[src/rtl/spi_top_core.sv]
`default_nettype none
// +------------------------------------------------------------------------+
// | spi_top_core - Wishbone-slave SPI master, 1..SPI_MAX_CHAR bits per GO   |
// | Rev 1.0                                                                 |
// +------------------------------------------------------------------------+
module spi_top_core #(
  parameter int SPI_MAX_CHAR    = 128,
  parameter int SPI_DIVIDER_LEN = 16,
  parameter int SPI_SS_NB       = 8
) (
  input  logic                 wb_clk_i,
  input  logic                 wb_rst_i,
  input  logic [4:0]           wb_adr_i,
  input  logic [31:0]          wb_dat_i,
  input  logic [3:0]           wb_sel_i,
  input  logic                 wb_we_i,
  input  logic                 wb_stb_i,
  input  logic                 wb_cyc_i,
  output logic                 wb_ack_o,
  output logic                 wb_int_o,
  output logic [31:0]          wb_dat_o,
  output logic [SPI_SS_NB-1:0] ss_pad_o,
  output logic                 sclk_pad_o,
  output logic                 mosi_pad_o,
  input  logic                 miso_pad_i
);

  localparam int NWORDS = SPI_MAX_CHAR / 32;
  localparam int IDX_W  = $clog2(SPI_MAX_CHAR);
  localparam int CNT_W  = IDX_W + 1;

  typedef enum logic [1:0] {
    IDLE  = 2'd0,
    LOAD  = 2'd1,
    SHIFT = 2'd2
  } state_t;

  state_t state, state_nxt;

  logic [SPI_MAX_CHAR-1:0]    data;
  logic [IDX_W-1:0]           char_len;
  logic                       go, rx_neg, tx_neg, lsb, ie, ass;
  logic [SPI_DIVIDER_LEN-1:0] divider, cnt;
  logic [SPI_SS_NB-1:0]       ss;

  logic [CNT_W-1:0] len, rx_bits, tx_idx;
  logic [CNT_W:0]   toggles, last_cnt;
  logic [IDX_W-1:0] rx_pos, tx_pos, first_pos;
  logic             tick, tx_edge, rx_edge, last_toggle;
  logic             bus_req, wr_en;
  logic [31:0]      rd_mux;
  logic             unused_adr;

  // Bit position of the k-th transferred bit within the shared shift register.
  function automatic logic [IDX_W-1:0] bitpos(input logic [CNT_W-1:0] k,
                                              input logic [CNT_W-1:0] n,
                                              input logic lsb_first);
    return IDX_W'(lsb_first ? k : (n - k - CNT_W'(1)));
  endfunction

  assign unused_adr  = ^wb_adr_i[1:0];
  assign bus_req     = wb_cyc_i & wb_stb_i;
  assign wr_en       = bus_req & wb_ack_o & wb_we_i;

  assign len         = (char_len == '0) ? CNT_W'(SPI_MAX_CHAR) : {1'b0, char_len};
  assign last_cnt    = {len, 1'b0} - (CNT_W+1)'(1);
  assign tick        = (state == SHIFT) && (cnt == '0);
  assign tx_edge     = tick && (sclk_pad_o == tx_neg);
  assign rx_edge     = tick && (sclk_pad_o == rx_neg);
  assign last_toggle = tick && (toggles == last_cnt);

  // Drive the bit that will be sampled next; when both happen on the same
  // edge, the sample in flight consumes the current bit.
  assign tx_idx      = rx_bits + CNT_W'(rx_edge);
  assign rx_pos      = bitpos(rx_bits, len, lsb);
  assign tx_pos      = bitpos(tx_idx, len, lsb);
  assign first_pos   = bitpos('0, len, lsb);

  assign ss_pad_o    = ~(ss & (ass ? {SPI_SS_NB{go}} : {SPI_SS_NB{1'b1}}));

  always_ff @(posedge wb_clk_i) begin
    if (wb_rst_i) state <= IDLE;
    else          state <= state_nxt;
  end

  always_comb begin
    state_nxt = state;
    case (state)
      IDLE:    if (go) state_nxt = LOAD;
      LOAD:    state_nxt = SHIFT;
      SHIFT:   if (last_toggle) state_nxt = IDLE;
      default: state_nxt = IDLE;
    endcase
  end

  always_ff @(posedge wb_clk_i) begin
    if (wb_rst_i) begin
      cnt        <= '0;
      sclk_pad_o <= 1'b0;
      mosi_pad_o <= 1'b0;
      rx_bits    <= '0;
      toggles    <= '0;
    end else begin
      case (state)
        LOAD: begin
          cnt        <= divider;
          sclk_pad_o <= 1'b0;
          mosi_pad_o <= data[first_pos];
          rx_bits    <= '0;
          toggles    <= '0;
        end
        SHIFT: begin
          if (tick) begin
            cnt        <= divider;
            sclk_pad_o <= ~sclk_pad_o;
            toggles    <= toggles + (CNT_W+1)'(1);
          end else begin
            cnt <= cnt - SPI_DIVIDER_LEN'(1);
          end
          if (tx_edge && (tx_idx < len)) mosi_pad_o <= data[tx_pos];
          if (rx_edge) rx_bits <= rx_bits + CNT_W'(1);
        end
        default: sclk_pad_o <= 1'b0;
      endcase
    end
  end

  always_comb begin
    rd_mux = '0;
    for (int w = 0; w < NWORDS; w++) begin
      if (wb_adr_i[4:2] == 3'(w)) rd_mux = data[32*w +: 32];
    end
    case (wb_adr_i[4:2])
      3'd4:    rd_mux = {18'b0, ass, ie, lsb, tx_neg, rx_neg, go, 1'b0, char_len};
      3'd5:    rd_mux = {{(32-SPI_DIVIDER_LEN){1'b0}}, divider};
      3'd6:    rd_mux = {{(32-SPI_SS_NB){1'b0}}, ss};
      default: ;
    endcase
  end

  always_ff @(posedge wb_clk_i) begin
    if (wb_rst_i) begin
      wb_ack_o <= 1'b0;
      wb_dat_o <= '0;
      wb_int_o <= 1'b0;
      data     <= '0;
      char_len <= '0;
      go       <= 1'b0;
      rx_neg   <= 1'b0;
      tx_neg   <= 1'b0;
      lsb      <= 1'b0;
      ie       <= 1'b0;
      ass      <= 1'b0;
      divider  <= '0;
      ss       <= '0;
    end else begin
      wb_ack_o <= bus_req & ~wb_ack_o;
      if (bus_req & ~wb_ack_o) wb_dat_o <= rd_mux;
      if (bus_req & wb_ack_o)  wb_int_o <= 1'b0;
      if (last_toggle) begin
        go <= 1'b0;
        if (ie) wb_int_o <= 1'b1;
      end
      if (rx_edge) data[rx_pos] <= miso_pad_i;
      // Every register is frozen while a transfer is in flight.
      if (wr_en && !go) begin
        for (int w = 0; w < NWORDS; w++) begin
          for (int b = 0; b < 4; b++) begin
            if ((wb_adr_i[4:2] == 3'(w)) && wb_sel_i[b])
              data[32*w + 8*b +: 8] <= wb_dat_i[8*b +: 8];
          end
        end
        if (wb_adr_i[4:2] == 3'd4) begin
          if (wb_sel_i[0]) char_len <= wb_dat_i[IDX_W-1:0];
          if (wb_sel_i[1]) begin
            go     <= wb_dat_i[8];
            rx_neg <= wb_dat_i[9];
            tx_neg <= wb_dat_i[10];
            lsb    <= wb_dat_i[11];
            ie     <= wb_dat_i[12];
            ass    <= wb_dat_i[13];
          end
        end
        if (wb_adr_i[4:2] == 3'd5) begin
          for (int b = 0; b < SPI_DIVIDER_LEN/8; b++) begin
            if (wb_sel_i[b]) divider[8*b +: 8] <= wb_dat_i[8*b +: 8];
          end
        end
        if (wb_adr_i[4:2] == 3'd6) begin
          for (int b = 0; b < SPI_SS_NB/8; b++) begin
            if (wb_sel_i[b]) ss[8*b +: 8] <= wb_dat_i[8*b +: 8];
          end
        end
      end
    end
  end

endmodule
`default_nettype wire

[config.mk]
export PLATFORM = sky130hd
export DESIGN_NAME = spi_top_core
export DESIGN_NICKNAME = d
export VERILOG_FILES = /design/src/rtl/spi_top_core.sv
export SDC_FILE = /design/constraint.sdc
export NUM_CORES = 1
export LEC_CHECK = 0
export CAP_MARGIN = 20
export CORE_MARGIN = 8
export CORE_UTILIZATION = 31
export DETAILED_ROUTE_END_ITERATION = 10
export SLEW_MARGIN = 20
export SYNTH_ARGS = -nofsm -noshare
export SYNTH_HDL_FRONTEND = slang
export SYNTH_SLANG_ARGS = --single-unit
export TNS_END_PERCENT = 30
[constraint.sdc]
create_clock -name wb_clk_i -period 9.9 [get_ports wb_clk_i]
set_input_delay 0.99 -clock wb_clk_i [delete_from_list [all_inputs] [get_ports wb_clk_i]]
set_output_delay 0.99 -clock wb_clk_i [all_outputs]
set_load 0.02 [all_outputs]
==> impl_metrics.ini <==
[sta]
finalSetupViolCount = 0
post-route-period-util = 0.674
slew_headroom = 0.222
tns_ns = 0
fmax_mhz = 150
worst_pin_slew_ns = 1.16
fin_skew_ns = 0.0291
slew_violations = 0
finalCriticalPeriod_ns = 6.68
hold_viol = 0
rsz0062_at_grt = false

[clocking]
cts_tree = yes
cts-root-buf = clkbuf_16
post_cts_buffers = 0
cts_hold_buffers = 0
cts.repair.resized = 0
clk_latency_ns = 0.57
clock-sinks = 236
cts_made_buffers = 26
htree_levels = 1
clkTransAtPathRegs_ns = 0.07
cts_max_path_buffers = 3

[global_route]
grt_pass1_wl_mm = 99.5
grt_pass1_vias = 15300
grt_overflow_total = 0
grt.total_usage = 0.211
grt_max_degree = 92
antenna_found_initial = 0

[setup_path]
cp-start-kind = flop
crit_path_end_kind = flop
cp.arrival_ns = 7.15
crit_required_ns = 10.37
worstSetupPathType = reg2reg
worstPathMaxFanout = 33

[floorplan]
core_area_mm2 = 0.0522
dieArea_mm2 = 0.0601
die_y_um = 245
io_pins = 91
start_util = 0.312
dieWidth_um = 245
fp-row-count = 84

[routing]
avgViaCountPerCell = 6.14
dr.pass1.iters = 6
wirelength_mm = 66.7
drt_iter0_drc = 2110
final_antenna_net_count = 0
drc = 0
vias = 16400
wire_per_inst_um = 24.9

[synth]
synth-edff-count = 0
synthXorXnorAreaFrac = 0.0199
synth_cells = 2008
synth_nets = 2089
syn_avg_cell_area_um2 = 8.11
synth_top_family_by_area = simple AND/OR/NAND/NOR gates
muxShareOfSynthArea = 0.178
synth_seq_area_share = 0.290
yosys.area_share.simple = 0.231
ys_warn_count = 0
synth_compound_area_frac = 0.195
synth_cell_types = 83
ys.flop_type = dfxtp_1
yosys.area_share.adder = 0.0270
netlist_area_mm2 = 0.0163
synthArstFlopShare = 0
synth.ff_latch_count = 236

[layout]
num_antenna_cells = 0
nNetsFinal = 2050
final_common_cell = nor2_1
fin_util = 0.353
fin_area_mm2 = 0.0185
area_delta_synth_final_pct = 13.4
final_cell_mix = nor2_1 (309), dfxtp_1 (235), nand2_1 (193)
drive_above_1_share = 0.106

[place]
placed_cell_area_mm2 = 0.0175
place_congestion = 0.970
numPortBuffers = 88
dp_hpwl_mm = 46.5

[power_and_ir_drop]
powerDensity_mw_per_mm2 = 129
peakVddDrop_uv = 116
totalPowerFinal_mw = 2.38
leakagePower_nw = 6.45

[status]
outcome = finished clean

[worst_hold_path]
worstHoldPathType = reg2reg

[job]
max-cap-violations = 0
logic make-up (layout without fill, tap and decap cells):
logic type | after synthesis | count (layout)
AO/OA/AOI/OAI | 438 | 438
flip-flops | 236 | 236
XOR/XNOR | 37 | 37
adder cells (fa/ha/maj) | 34 | 34
buffers and inverters | 227 | 208
AND/OR/NAND/NOR | 813 | 813
multiplexers | 223 | 223
final timing paths:
check        cells after the start  slack, ns                       end                     start
max                             18       3.22       data[64]$_SDFF_PP0_  char_len[1]$_SDFFE_PP0P_
min                              2       0.46  wb_dat_o[2]$_SDFFE_PP0P_  wb_dat_o[2]$_SDFFE_PP0P_
max reg2reg                     18       3.22       data[64]$_SDFF_PP0_  char_len[1]$_SDFFE_PP0P_
min reg2reg                      2       0.46  wb_dat_o[2]$_SDFFE_PP0P_  wb_dat_o[2]$_SDFFE_PP0P_
metrics by stage:
stage	cells	setup slack (ns)	hold WS, ns
final	2677	3.22	0.462
after global routing	2677	2.95	0.490
after CTS	2677	3.35	0.463
after detailed placement	2629	3.37	0.454
after global placement	2629	3.48	0.444
after floorplan	2008	5.32	0.448
cell type report:
type | count | area (um^2)
multi-input combinational | 1545 | 10700
clock buffer | 32 | 723
tap | 688 | 861
fill | 5339 | 33800
clock inverter | 16 | 231
inverter | 42 | 158
sequential | 236 | 4730
timing repair buffer | 118 | 1100
registers in the layout, indices dropped and copies added (netlist names), 2 cells and up:
signal and flops:
divider 16, rx_bits 8, ss 8, state 2
cnt 16, toggles 9, char_len 7, wb_dat_o 32
data 128
worst max-delay path: stages (launching register included):
cell and delay, ns:
dfxtp_1 0.48, inv_1 0.16, ha_1 0.21, or3b_4 0.42, o21ai_4 0.74, inv_2 0.55
ha_1 0.39, fa_1 0.41, a21o_1 0.21, a21oi_2 0.18, o21bai_1 0.09, a21oi_1 0.19
xnor2_1 0.10, or3_1 0.36, nand2_2 0.59, buf_4 0.49, and3_1 0.47, nand3_1 0.14
a311oi_1 0.33
synthesized netlist by cell type, drive strengths merged, types with 42 or more instances:
| master | instances | area share |
|---|---|---|
| mux4 | 52 | 0.072 |
| a21oi | 47 | 0.015 |
| nand3 | 107 | 0.033 |
| dfxtp | 236 | 0.29 |
| mux2i | 157 | 0.097 |
| inv | 42 | 0.0097 |
| nor2 | 321 | 0.076 |
| nor3 | 44 | 0.018 |
| a211oi | 103 | 0.049 |
| clkbuf | 116 | 0.027 |
| buf | 69 | 0.022 |
| nand4 | 65 | 0.025 |
| a311oi | 46 | 0.025 |
| o21ai | 81 | 0.026 |
| nand2 | 197 | 0.046 |
where the power goes:
part           internal (mW)  switching [mW]
logic                 0.0998           0.211
registers              0.964          0.0151
clock network          0.653           0.443
per-layer routing:
metal	share of wire	wire length (um)	vias up	track usage
met1	0.42	27800	8096	0.284
met3	0.099	6610	155	0.0488
li1	-	-	7334	-
met5	0	0	-	0
met4	0.041	2760	0	0.0766
met2	0.44	29600	861	0.327
(Power assumes the default switching activity.)
